<file path="config.mk">
export PLATFORM = sky130hd
export DESIGN_NAME = pc_redirect_ctrl
export DESIGN_NICKNAME = d
export VERILOG_FILES = /design/src/rtl/pc_redirect_ctrl.sv
export SDC_FILE = /design/constraint.sdc
export NUM_CORES = 1
export LEC_CHECK = 0
export ABC_AREA = 1
export BUFFER_PORTS_ARGS = -buffer_cell sky130_fd_sc_hd__buf_2
export CORE_AREA = 5 5 114 170
export CTS_CLUSTER_SIZE = 40
export DETAILED_ROUTE_END_ITERATION = 12
export DIE_AREA = 0 0 119 175
export PLACE_DENSITY_LB_ADDON = 0.08
export SLEW_MARGIN = 20
export SYNTH_ARGS = -nofsm -noshare
export SYNTH_HDL_FRONTEND = slang
export SYNTH_SLANG_ARGS = --single-unit
export TNS_END_PERCENT = 30
</file>
<file path="constraint.sdc">
create_clock -name clk -period 4.3 [get_ports clk]
set_input_delay 0.645 -clock clk [delete_from_list [all_inputs] [get_ports clk]]
set_output_delay 0.645 -clock clk [all_outputs]
set_load 0.005 [all_outputs]
</file>
<file path="src/rtl/pc_redirect_ctrl.sv">
// pc_redirect_ctrl: fetch PC sequencer with branch/trap redirect handling.
//
// Holds the fetch PC, advances it by 4 when the fetch is accepted and the
// pipeline is not stalled, and steers it to a redirect target. Traps take
// priority over branches. A redirect that arrives while instruction memory is
// not ready is parked in a pending register (HOLD state) until if_ready rises.
// While parked, further traps overwrite the parked target. Branches are dropped
// because they come from wrong-path instructions.
//
// Optional feature: define PC_REDIRECT_CNT_EN to build the saturating
// br_cnt/trap_cnt event counters. When it is undefined the ports remain and are
// tied to zero.
//
// Ports:
//   clk, rst                 clock, synchronous active-high reset
//   br_redirect, br_target   EX-stage taken branch/jump and its target
//   trap_redirect, trap_target  CSR trap entry / xRET and its target
//   if_ready                 instruction memory accepts the current request
//   id_stall                 load-use stall from the hazard unit
//   pc, if_valid             fetch request
//   flush_if, flush_id, flush_ex  pipeline-register kill strobes
//   redirect_pending         a parked redirect is waiting for if_ready
//   br_cnt, trap_cnt         redirect event counters
module pc_redirect_ctrl #(
  parameter logic [63:0] RESET_PC = 64'h0
) (
  input  logic        clk,
  input  logic        rst,
  input  logic        br_redirect,
  input  logic [63:0] br_target,
  input  logic        trap_redirect,
  input  logic [63:0] trap_target,
  input  logic        if_ready,
  input  logic        id_stall,
  output logic [63:0] pc,
  output logic        if_valid,
  output logic        flush_if,
  output logic        flush_id,
  output logic        flush_ex,
  output logic        redirect_pending,
  output logic [31:0] br_cnt,
  output logic [31:0] trap_cnt
);

  typedef enum logic [1:0] {StBoot, StRun, StHold} state_e;

  state_e      state_q, state_d;
  logic [63:0] pc_q, pc_d;
  logic [63:0] pend_q, pend_d;
  logic        redirect;
  logic [63:0] target;
  logic        flush_front;

  assign redirect = trap_redirect | br_redirect;
  assign target   = trap_redirect ? trap_target : br_target;

  always_comb begin
    state_d          = state_q;
    pc_d             = pc_q;
    pend_d           = pend_q;
    if_valid         = 1'b0;
    redirect_pending = 1'b0;
    flush_front      = 1'b0;
    unique case (state_q)
      StBoot: begin
        state_d = StRun;
      end
      StRun: begin
        if_valid = 1'b1;
        if (redirect) begin
          // Stall is irrelevant once the younger instructions are killed.
          flush_front = 1'b1;
          if (if_ready) begin
            pc_d = target;
          end else begin
            pend_d  = target;
            state_d = StHold;
          end
        end else if (if_ready && !id_stall) begin
          pc_d = pc_q + 64'd4;
        end
      end
      StHold: begin
        if_valid         = 1'b1;
        redirect_pending = 1'b1;
        // Branches seen here are wrong-path and are dropped.
        if (trap_redirect) begin
          pend_d      = trap_target;
          flush_front = 1'b1;
        end
        if (if_ready) begin
          pc_d        = trap_redirect ? trap_target : pend_q;
          state_d     = StRun;
          flush_front = 1'b1;
        end
      end
      default: begin
        state_d = StBoot;
      end
    endcase
    if (rst) begin
      if_valid         = 1'b0;
      redirect_pending = 1'b0;
      flush_front      = 1'b0;
    end
  end

  assign flush_if = flush_front;
  assign flush_id = flush_front;
  assign flush_ex = trap_redirect & ~rst;
  assign pc       = pc_q;

  always_ff @(posedge clk) begin
    if (rst) begin
      state_q <= StBoot;
      pc_q    <= RESET_PC;
      pend_q  <= 64'h0;
    end else begin
      state_q <= state_d;
      pc_q    <= pc_d;
      pend_q  <= pend_d;
    end
  end

`ifdef PC_REDIRECT_CNT_EN
  logic [31:0] br_cnt_q, trap_cnt_q;
  logic        br_accept;

  // Only a branch that wins priority in RUN is a real redirect.
  assign br_accept = br_redirect & ~trap_redirect & (state_q == StRun);

  always_ff @(posedge clk) begin
    if (rst) begin
      br_cnt_q   <= 32'h0;
      trap_cnt_q <= 32'h0;
    end else begin
      if (br_accept && (br_cnt_q != 32'hFFFF_FFFF)) begin
        br_cnt_q <= br_cnt_q + 32'd1;
      end
      if (trap_redirect && (trap_cnt_q != 32'hFFFF_FFFF)) begin
        trap_cnt_q <= trap_cnt_q + 32'd1;
      end
    end
  end

  assign br_cnt   = br_cnt_q;
  assign trap_cnt = trap_cnt_q;
`else
  assign br_cnt   = 32'h0;
  assign trap_cnt = 32'h0;
`endif

endmodule
</file>
# Word-level counts from Yosys, hierarchy flattened
# Cells that the tools add are included.
[op_classes]
addsub = 1
bitwise_logic = 3
muxes = 23
n_eq_ne = 7
n_reduce_logical = 8
[ops]
columns = ["op", "n"]
rows = [
  ["2-to-1 mux 64 bit", 8],
  ["case mux 64 bit (2 select lines)", 2],
  ["adder 64 x 3 -> 64 bit (second input constant)", 1],
  ["2-to-1 mux 1 bit", 8],
  ["2-to-1 mux 2 bit", 3],
  ["!= test 2 bit (second input constant)", 3],
  ["!= test 3 bit (second input constant)", 2],
  ["case mux 2 bit (3 select lines)", 1],
  ["AND reduction 3 bit", 2],
  ["AND reduction 4 bit", 1],
  ["equality test 2 x 1 -> 1 bit (second input constant)", 1],
  ["equality test 2 bit (second input constant)", 1],
  ["logical NOT 2 bit", 1],
  ["case mux 1 bit (2 select lines)", 1],
  ["nonzero test 2 bit", 1],
  ["OR reduction 2 bit", 1],
  ["AND 1 bit", 1],
  ["logical AND 1 bit", 1],
  ["logical NOT 1 bit", 1],
  ["NOT 1 bit", 1],
  ["OR 1 bit", 1],
]
[word_totals]
register_bits = 130
out_inout_bits = 133

# Logic depth before layout (Yosys ltp)
[depth]
word_depth = 5
depth_mapped = 12

# Least setup slack after synthesis
# No wires, ideal clock.
[synth_path]
kind = "input to output"
startpoint = "in trap_redirect"
endpoint = "out flush_if"
arrival_ns = 1.822
setup_slack_ns = 1.833
stages = 8
n_path_buf = 4
cell_sequence = "buf_2 -> nor2_2 -> inv_2 -> buf_2 -> clkbuf_1 -> a21oi_1 -> nor3_1 -> buf_4"
[synth_via]
elab_chain_len = 4
elab_cells_between_ends = 6
cone_classes = "mux: 5; bitwise: 1"
[synth_lines]
columns = ["element", "line_no", "text"]
rows = [
  ["start, declared", "31", "input logic trap_redirect,"],
  ["2-to-1 mux 1 bit or OR 1 bit (tied branches)", "87, 54", ""],
  ["2-to-1 mux 1 bit, on equally long branches", "91, 70", ""],
  ["case mux 1 bit (2 select lines) *", "64", "unique case (state_q)"],
  ["2-to-1 mux 1 bit *", "101", "if (rst) begin"],
  ["end, declared", "37", "output logic flush_if,"],
]
# Mark *: on every way between the ends. The rest lies on a longest branch, timed or not.

# Final worst setup path
[layout_path]
startpoint = "reg state_q[0]"
endpoint = "out redirect_pending"
[layout_via]
elab_chain_len = 3
[layout_lines]
columns = ["element", "line_no", "text"]
rows = [
  ["start, declared", "47", "state_e state_q, state_d;"],
  ["start signal, assigned", "115", "state_q <= StBoot;"],
  ["start signal, assigned", "119", "state_q <= state_d;"],
  ["equality test 2 bit", "64", ""],
  ["2-to-1 mux 1 bit", "64", ""],
  ["2-to-1 mux 1 bit", "101", ""],
  ["end, declared", "40", "output logic redirect_pending,"],
]
# No other way between the ends.

==> summary.md <==
| Metric | Value |
|---|---|
| Status | completed |
| Reg-to-Reg Start | state_q[0] |
| TNS Setup | 0 ps |
| Gr usage total | 30.90% |
| Final-stage net count | 1,927 |
| TritonCTS clock tree | built |
| Crit path depth | 6 |
| CTS Sinks | 130 |
| Path depth of the worst reg2reg path | 7 |
| Mean Syn Cell Area | 5.807 um2 |
| H-tree depth | 4 |
| Max IR drop VDD | 0.2985 mV |
| Final setup violation count | 0 |
| I/O Pins | 267 |
| Die X | 119 um |
| Leak | 4.813 nW |
| Delay-heaviest family, CP | buffers and inverters |
| Detailed Route WL | 33.58 mm |
| Postcts setup bufs | 0 |
| Period utilisation layout | 79.10% |
| DRT antenna net count | 0 |
| Number of synthesized register bits | 130 |
| Core Box Area | 17,720 um2 |
| Global route total overflow | 0 |
| Worst Hold Class | reg -> reg |
| CP Capture Type | primary output |
| Crit Reg-Reg Endpoint | pc[23] |
| Clock Latency Late Sink | 430 ps |
| Starting DRT DRC Count | 957 |
| Setup repair after global routing missed its margin | false |
| Layout cells sized above 1 | 15.15% |
| Via count | 11,260 |
| CTS Hold Bufs | 0 |
| Syn-to-layout area delta | 14.67% |
| R2R Setup Slk | 1320 ps |
| Crit-path max cell delay | 680 ps |
| PwrDens | 584.4 nW/um2 |
| Register Area | 2603 um2 |
| Post-synthesis sequential area ratio | 27.20% |
| Max_slew headroom | 34.39% |
| CP Buf/Inv Count | 4 |
| # port buffers | 202 |
| Die area | 20,830 um2 |
| CTS root buf | clkbuf_16 |
| FMAX | 294.0 MHz |
| Worst Path Arrival | 2760 ps |
| Antenna Cells | 0 |
| Synth warnings | 0 |
| CTS buffer count | 17 |
| Initial antenna violation count | 0 |
| Number of gates resized after CTS | 0 |
| Max Cap Violations | 0 |
| WP data required | 3650 ps |
| Clock Skews | 12.09 ps |
| Cells after synthesis | 1,648 |
| Most frequent cells in the layout | nand2_1, buf_2, a21oi_1 |
| Via density per instance | 5.578 |
| First-pass GRT wire length | 52.90 mm |
| Nature of the critical path startpoint | register |
| # rows | 60 |
| DR WL/cell | 16.63 um |
| Setup CP Type | reg -> out |
| Fillers | 1,830 |
| Multi-input logic area | 5931 um2 |
| Worst-path fanout max | 43 |
| Largest net degree at the start of global routing | 84 |
| DP Wirelength | 24.43 mm |
| # DRC | 0 |
| GP Congestion | 0.9684 |
| Crit path launch | state_q[0] |
| Clock tree buffer depth | 2 |
| Worst setup path endpoint | redirect_pending |
| Synth unique cells | 34 |
| First-pass DRT Iterations | 6 |
| Crit-path slowest cell | ha_2 |
| Final hold violations | 0 |
| Worst slew pin tran | 983.0 ps |
| Most common cell after layout, fill and taps aside | nand2_1 |
| Initial Util | 54.01% |
| Final min period | 3401 ps |
| Total power | 6.413 mW |
| Synthesized area | 9569 um2 |
| Vias in the first global route | 10,400 |
| Chip height | 175 um |
| Crit path cell chain | inv_1 -> ha_2 -> inv_2 -> buf_4 -> nor2_1 -> buf_2 |
| Clk slew on worst S/H paths | 70 ps |
| Pins over their slew limit | 0 |
## cells in the mapped netlist
master	number	share of area (%)
a211oi_1	1	0.078
a21boi_0	1	0.078
a21oi_1	187	9.8
a21oi_4	1	0.17
a31oi_1	66	4.3
buf_1	5	0.20
buf_2	35	1.8
buf_4	66	5.2
clkbuf_1	46	1.8
clkbuf_2	4	0.21
clkinv_1	1	0.039
conb_1	1	0.039
dfxtp_1	130	27
ha_1	4	0.52
inv_1	102	4.0
inv_2	5	0.20
nand2_1	526	21
nand2_2	6	0.39
nand3_1	59	3.1
nand3_2	1	0.10
nand3b_1	6	0.47
nand4_1	6	0.39
nor2_1	170	6.7
nor2_2	5	0.33
nor2_4	4	0.47
nor3_1	2	0.10
o211ai_2	1	0.13
o21ai_0	175	9.2
o21bai_1	2	0.16
o22ai_1	13	0.85
or2_0	4	0.26
or2_2	1	0.065
xnor2_1	4	0.37
xor2_1	8	0.73
## worst min-delay path by stage
stage	from	endpoint	slack, ps	cells past startpoint
floorplan	pc[0]	pc[0]	440	2
global placement	pc[0]	pc[0]	440	2
detailed placement	pc[0]	pc[0]	440	2
CTS	pc[1]	pc[1]	450	2
global route	pc[0]	pc[0]	470	2
finish	pc[1]	pc[1]	450	2
## worst register-to-register path, stage by stage, from the launching register on
cell     delay [ps]
dfxtp_1         320
inv_1           100
ha_2            680
inv_2           500
a21oi_4         280
buf_4           630
o21ai_0         200
a31oi_1         190
## cells by family after synthesis
group | synth area share [%]
AOI/OAI and AO/OA | 24.71
adders and majority gates | 0.5230
DFF | 27.20
buffers and inverters | 13.45
and+or+nand+nor | 32.98
xor gates and xnor gates | 1.098
other | 0.03919
## per-stage QoR
stage	hold WS [ps]	cell area (um2)	cells	util (%)	worst slack (ps)
detailed placement	440.7	10320	1987	58.25	1368
global placement	438.1	10320	1987	58.25	1401
finish	446.9	10970	2019	61.93	898.7
global route	467.2	10970	2019	61.93	724.3
floorplan	440.2	9806	1711	-	1833
CTS	451.4	10970	2019	61.93	911.6
## layout make-up
| type | count | area share, % |
|---|---|---|
| multi-input cells | 1317 | 54.05 |
| flip-flops and latches | 130 | 23.72 |
| repair buffers | 215 | 10.10 |
| clock buffers | 18 | 3.911 |
| inverters | 108 | 3.706 |
| well taps | 217 | 2.474 |
| clock inverters | 14 | 2.041 |
## flip-flops by register name, indices dropped and copies added, names as in the netlist
name / flops
pc: 64
pend_q: 64
state_q: 2
## power by group
part | internal (mW) | switching, mW | leakage, nW
sequential | 1.70 | 0.588 | 1.07
combinational | 0.893 | 1.59 | 3.43
clock | 1.04 | 0.596 | 0.316
total | 3.64 | 2.78 | 4.81
## metal layers
layer  wire, um  global-route usage (%)  vias up
met5          0                       0        -
met4       1132                   12.61        0
met3       2077                   4.566       85
met2      17400                   56.50      448
met1      12970                   35.61     5165
li1           -                       -     5563
Note: power is estimated with default switching activity, not from simulation.
